===== src/rtl/phy_pkg.sv =====
// Symbols and receiver state encoding shared by the serial link transmit and receive sides.
package phy_pkg;

  localparam logic [7:0] COMMA_SYM = 8'hBC;
  localparam logic [7:0] IDLE_SYM  = 8'h7C;

  typedef enum logic [1:0] {
    INIT    = 2'd0,
    ALIGNED = 2'd1,
    LOCKED  = 2'd2
  } phy_state_e;

endpackage


===== src/rtl/phy_comma_detect.sv =====
// Serial-to-parallel shifter with a sliding 8-bit window and comma/idle symbol matching.
module phy_comma_detect
  import phy_pkg::*;
#(
  parameter logic [7:0] COMMA = COMMA_SYM,
  parameter logic [7:0] IDLE  = IDLE_SYM
) (
  input  logic       clk,
  input  logic       rst_n,
  input  logic       serial_in,
  output logic [7:0] nsr,
  output logic       is_comma,
  output logic       is_idle
);

  // Only the seven newest bits are kept: the oldest bit of the window is
  // shifted out on the same edge the window is evaluated, so it is never read.
  logic [6:0] sr_q;
  logic [6:0] sr_d;

  always_comb begin
    sr_d = {sr_q[5:0], serial_in};
  end

  always_ff @(posedge clk or negedge rst_n) begin
    if (!rst_n) begin
      sr_q <= '0;
    end else begin
      sr_q <= sr_d;
    end
  end

  assign nsr      = {sr_q, serial_in};
  assign is_comma = (nsr == COMMA);
  assign is_idle  = (nsr == IDLE);

endmodule


===== src/rtl/serial_rx_aligner.sv =====
// Serial receiver: finds comma byte alignment, locks after LOCK_COUNT aligned commas, delivers data bytes.
module serial_rx_aligner
  import phy_pkg::*;
#(
  parameter logic [7:0] COMMA      = COMMA_SYM,
  parameter logic [7:0] IDLE       = IDLE_SYM,
  parameter int         LOCK_COUNT = 4
) (
  input  logic       clk_32f,
  input  logic       reset,
  input  logic       SerialIn,
  output logic       active,
  output logic [7:0] dataOut,
  output logic       validOut
);

  localparam logic [3:0] LOCK_CNT = 4'(LOCK_COUNT);

  logic [7:0] nsr;
  logic       is_comma;
  logic       is_idle;

  phy_state_e state_q, state_d;
  logic [2:0] bit_cnt_q, bit_cnt_d;
  logic [3:0] comma_cnt_q, comma_cnt_d;
  logic [7:0] data_q, data_d;
  logic       valid_q, valid_d;
  logic       boundary;

  phy_comma_detect #(
    .COMMA (COMMA),
    .IDLE  (IDLE)
  ) u_comma_detect (
    .clk       (clk_32f),
    .rst_n     (reset),
    .serial_in (SerialIn),
    .nsr       (nsr),
    .is_comma  (is_comma),
    .is_idle   (is_idle)
  );

  assign boundary = (bit_cnt_q == 3'd7);

  always_ff @(posedge clk_32f or negedge reset) begin
    if (!reset) begin
      state_q     <= INIT;
      bit_cnt_q   <= '0;
      comma_cnt_q <= '0;
      data_q      <= '0;
      valid_q     <= 1'b0;
    end else begin
      state_q     <= state_d;
      bit_cnt_q   <= bit_cnt_d;
      comma_cnt_q <= comma_cnt_d;
      data_q      <= data_d;
      valid_q     <= valid_d;
    end
  end

  always_comb begin
    state_d     = state_q;
    bit_cnt_d   = bit_cnt_q;
    comma_cnt_d = comma_cnt_q;
    case (state_q)
      INIT: begin
        if (is_comma) begin
          bit_cnt_d   = 3'd0;
          comma_cnt_d = 4'd1;
          state_d     = (LOCK_CNT == 4'd1) ? LOCKED : ALIGNED;
        end
      end
      ALIGNED: begin
        bit_cnt_d = bit_cnt_q + 3'd1;
        if (boundary) begin
          if (is_comma) begin
            comma_cnt_d = comma_cnt_q + 4'd1;
            if (comma_cnt_d == LOCK_CNT) begin
              state_d = LOCKED;
            end
          end else begin
            // Misaligned byte: restart the sliding search from the next bit.
            comma_cnt_d = 4'd0;
            state_d     = INIT;
          end
        end
      end
      LOCKED: begin
        bit_cnt_d = bit_cnt_q + 3'd1;
      end
      default: begin
        state_d = INIT;
      end
    endcase
  end

  // Outputs only move on locked byte boundaries; fillers drop valid but keep the last byte.
  always_comb begin
    data_d  = data_q;
    valid_d = valid_q;
    if (state_q == LOCKED && boundary) begin
      if (!is_comma && !is_idle) begin
        data_d  = nsr;
        valid_d = 1'b1;
      end else begin
        valid_d = 1'b0;
      end
    end
  end

  assign active   = (state_q == LOCKED);
  assign dataOut  = data_q;
  assign validOut = valid_q;

endmodule


===== config.mk =====
export PLATFORM = sky130hd
export DESIGN_NAME = serial_rx_aligner
export DESIGN_NICKNAME = d
export VERILOG_FILES = /design/src/rtl/phy_pkg.sv /design/src/rtl/phy_comma_detect.sv /design/src/rtl/serial_rx_aligner.sv
export SDC_FILE = /design/constraint.sdc
export NUM_CORES = 1
export LEC_CHECK = 0
export BUFFER_PORTS_ARGS = -buffer_cell sky130_fd_sc_hd__buf_2
export CORE_UTILIZATION = 47
export CTS_CLUSTER_DIAMETER = 200
export DETAILED_ROUTE_END_ITERATION = 8
export MAX_ROUTING_LAYER = met4
export PLACE_DENSITY_LB_ADDON = 0.12
export SETUP_SLACK_MARGIN = 0.02
export SLEW_MARGIN = 20
export SYNTH_ARGS = -nofsm -noshare
export SYNTH_HDL_FRONTEND = slang
export SYNTH_SLANG_ARGS = --single-unit

===== constraint.sdc =====
create_clock -name clk_32f -period 2.3 [get_ports clk_32f]
set_clock_uncertainty 0.2 [all_clocks]
set_input_delay 0.23 -clock clk_32f [delete_from_list [all_inputs] [get_ports clk_32f]]
set_output_delay 0.23 -clock clk_32f [all_outputs]
set_load 0.02 [all_outputs]

==> impl_metrics.csv <==
group,metric,value,unit
drt,drt_pass1_iterations,4,
power_and_ir_drop,switching_power,0.000184,W
worst_hold_path,hold_path_depth,0,
placed_design,gp_congestion,0.894,
critical_path,required,2310,ps
power_and_ir_drop,p_leak,0.632,nW
sta,timing.setup.tns,0,ps
drt,wl_met2,1100,microns
floorplanning,rows,18,
clock_network,cts_setup_buffers,0,
worst_hold_path,hp-start,"u_comma_detect.sr_q[0]",
clock_network,cts_tree,"built",
floorplanning,die_area,0.00283,sq mm
sta,fin_crit_sh,93.5,%
drt,remaining_drc_errors,0,
drt,routed_wirelength,2330,microns
power_and_ir_drop,internal_power,0.000550,W
yosys,synth_area_per_cell,11.7,sq um
flow_run,maxCapViolCount,0,
yosys,yosys-top-cells-area,"dfrtp_1, ha_1, mux2_2, a21oi_1, inv_1",
sta,tightestPinTransition,538,ps
floorplanning,dieHeight,53.2,microns
yosys,yosys.cell_types.count,34,
critical_path,ff2ff_path_depth,5,
floorplanning,die_w,53.2,microns
power_and_ir_drop,netSwitchingFraction,25.1,%
drt,route.top_layer_used,"met4",
drt,wl_met1,1080,microns
drt,drt_iter0_markers,9,
critical_path,slowest_stage,"dlygate4sd3_1",
floorplanning,coreArea,0.00248,sq mm
grt,antenna_found_initial,0,
clock_network,clock-root-buffer,"clkbuf_4",
grt,grt_pass1_wl,3780,microns
yosys,yosys_warnings,0,
critical_path,cp-start-kind,"input port",
clock_network,cts_max_path_buffers,2,
power_and_ir_drop,combPwrFrac,10.5,%
critical_path,path_cells,"dlygate4sd3_1, buf_2, nand4bb_4, or3_4, a21oi_2, mux2_2",
yosys,ys_seq_elements,25,
grt,grt_usage,19.4,%
drt,wl_met3,104,microns
yosys,synth_top_area_cell,"dfrtp_1",
critical_path,crit_path_end_kind,"flip-flop",
power_and_ir_drop,seqPwrFrac,63.3,%
critical_path,cp.depth,6,
finish,final_cell_area,0.00138,sq mm
critical_path,r2r-end,"dataOut[2]",
drt,vias_per_cell,5.69,
critical_path,cp_max_fo,6,
yosys,mappedNetlistArea,0.00123,sq mm
power_and_ir_drop,power_density,533,mW/mm^2
finish,antennaDiodeCount,0,
yosys,synth_top_area_share,50.7,%
power_and_ir_drop,ir_drop,0.376,mV
drt,routedWlPerCell,15.2,microns
sta,rsz0062_at_grt,"false",
grt,grt_remaining_overflow,0,
critical_path,worstSetupPathType,"input port to flip-flop",
worst_hold_path,hold_path_class,"flip-flop to flip-flop",
power_and_ir_drop,pwr-share-clk,26.2,%
yosys,synth.net_count,116,
yosys,synthCells,105,
sta,drv_slew,0,
sta,setup_viol,0,
clock_network,h-tree-depth,1,
placed_design,dpl.hpwl,1680,microns
finish,drive_gt1_share,20.3,%
sta,period_minus_slack,2150,ps
sta,report.final.hold_viol_count,0,
placed_design,port_buffers,12,
yosys,synth-seq-area-share,50.7,%
sta,max_slew_margin,64.2,%
critical_path,worstPathArrival,2160,ps
critical_path,r2r_start,"bit_cnt_q[0]",
critical_path,reg2reg_setup_slack,180,ps
sta,achievable-frequency,465,MHz
clock_network,cts_sinks,25,
floorplanning,ioPinCount,13,
finish,nets,135,
clock_network,cts.clk_slew.worst_paths,130,ps
sta,finalHoldWorstSlack,214,ps
critical_path,crit_buf_inv,2,
worst_hold_path,holdPathEnd,"u_comma_detect.sr_q[1]",
placed_design,place_area,0.00133,sq mm
drt,ant_nets,0,
critical_path,cpLargestDelayFamily,"simple AND/OR/NAND/NOR gates",
clock_network,cts_made_buffers,3,
drt,vias,871,
grt,grt_pass1_vias,821,
grt,grt_start_max_net_pins,26,
floorplanning,start_util,49.8,%
finish,area_delta_synth_final,11.7,%
clock_network,worst_skew_pair.late_latency,310,ps
outcome,status,"finished clean",
critical_path,max_stage_delay,530,ps
-- layout by cell type (no fill, tap or decap) --
cell,count
and3_1,2
nand4bb_4,1
clkbuf_4,3
dlygate4sd3_1,2
inv_1,8
o41ai_1,1
nor2b_1,3
a21oi_2,2
nor2_1,1
nand2b_1,1
o21ai_1,1
o2111ai_1,1
or4_1,2
xor2_1,1
a32oi_1,1
a21o_1,2
o31ai_1,2
nand3_1,3
buf_2,12
nand2_1,8
nand3b_1,1
mux2i_1,2
nor3_1,2
or3_1,2
o2bb2ai_1,3
clkbuf_1,1
dfrtp_1,25
o22a_1,2
a21oi_1,6
o22ai_1,1
ha_1,8
a21boi_0,2
or3_4,1
mux2_2,6
and3b_1,1
a22o_1,1
nand4bb_1,1
a211o_1,1
-- metrics by stage --
| step | utilization, % | total power (W) | setup slack [ps] | cells |
|---|---|---|---|---|
| detailed placement | 53.7 | 0.000549 | 198 | 147 |
| floorplan | - | 0.000523 | 375 | 105 |
| CTS | 55.6 | 0.000741 | 150 | 153 |
| finish | 55.6 | 0.000734 | 149 | 153 |
| global route | 55.6 | 0.000768 | 34.7 | 153 |
| global placement | 53.7 | 0.000546 | 218 | 147 |
-- final cells by class --
| cell class | instances | area (sq um) |
|---|---|---|
| Inverter | 8 | 30.0 |
| Sequential cell | 25 | 626 |
| Multi-Input combinational cell | 72 | 578 |
| Fill cell | 237 | 1100 |
| Clock buffer | 4 | 26.3 |
| Timing Repair Buffer | 14 | 80.1 |
| Tap cell | 30 | 37.5 |
-- cell families after synthesis --
| kind of cell | synth area share [%] |
|---|---|
| multiplexers | 7.10 |
| AND/OR/NAND/NOR | 15.4 |
| buffers and inverters | 2.43 |
| flip-flops | 50.7 |
| AO/OA/AOI/OAI | 15.5 |
| adder cells (fa/ha/maj) | 8.11 |
| XOR/XNOR | 0.710 |
-- registers in the layout, indices dropped and copies added, names as in the netlist --
name / count
validOut: 1
u_comma_detect.sr_q: 7
dataOut: 8
comma_cnt_q: 4
state_q: 2
bit_cnt_q: 3
-- cell usage after synthesis --
cell type	instances
a21boi_0	2
nor3_1	2
mux2_2	6
o2bb2ai_1	3
nand2_1	8
nand4bb_1	1
ha_1	8
nand3_1	3
and3_1	2
or3_1	2
nand3b_1	1
o2111ai_1	1
o22a_1	2
a22o_1	1
inv_1	8
nor2_1	1
or4_1	2
nand4bb_4	1
a32oi_1	1
o21ai_1	1
a21oi_1	6
o22ai_1	1
nor2b_1	3
or3_4	1
nand2b_1	1
a21o_1	2
o31ai_1	2
xor2_1	1
dfrtp_1	25
mux2i_1	2
o41ai_1	1
and3b_1	1
a21oi_2	2
a211o_1	1
-- how the worst max path moves through the flow --
stage              endpoint         start  slack [ps]
2_1_floorplan    dataOut[0]    state_q[0]         380
3_3_place_gp     dataOut[1]  bit_cnt_q[0]         220
3_5_place_dp     dataOut[1]  bit_cnt_q[0]         200
4_1_cts        bit_cnt_q[0]      SerialIn         150
5_1_grt          dataOut[0]  bit_cnt_q[0]          30
6_report       bit_cnt_q[0]      SerialIn         150
-- layer usage --
metal	up-vias	global-route usage, %
met4	0	7.02
met3	4	5.17
li1	421	-
met1	419	24.5
met5	-	-
met2	27	29.8
-- what timing repair did --
| action | 4_1_cts | 5_1_grt |
|---|---|---|
| gates resized for setup | 0 | 0 |
| hold endpoints to repair | 27 | 0 |
| hold buffers | 2 | 0 |
-- power groups by stage --
stage               logic (W)  registers, W  clock network, W
finish              0.0000768      0.000465          0.000193
global route        0.0000852      0.000467          0.000216
CTS                 0.0000780      0.000465          0.000198
detailed placement  0.0000751      0.000474                 0
global placement    0.0000728      0.000473                 0
floorplan           0.0000508      0.000472                 0
Note: power is estimated with default switching activity, not from simulation.
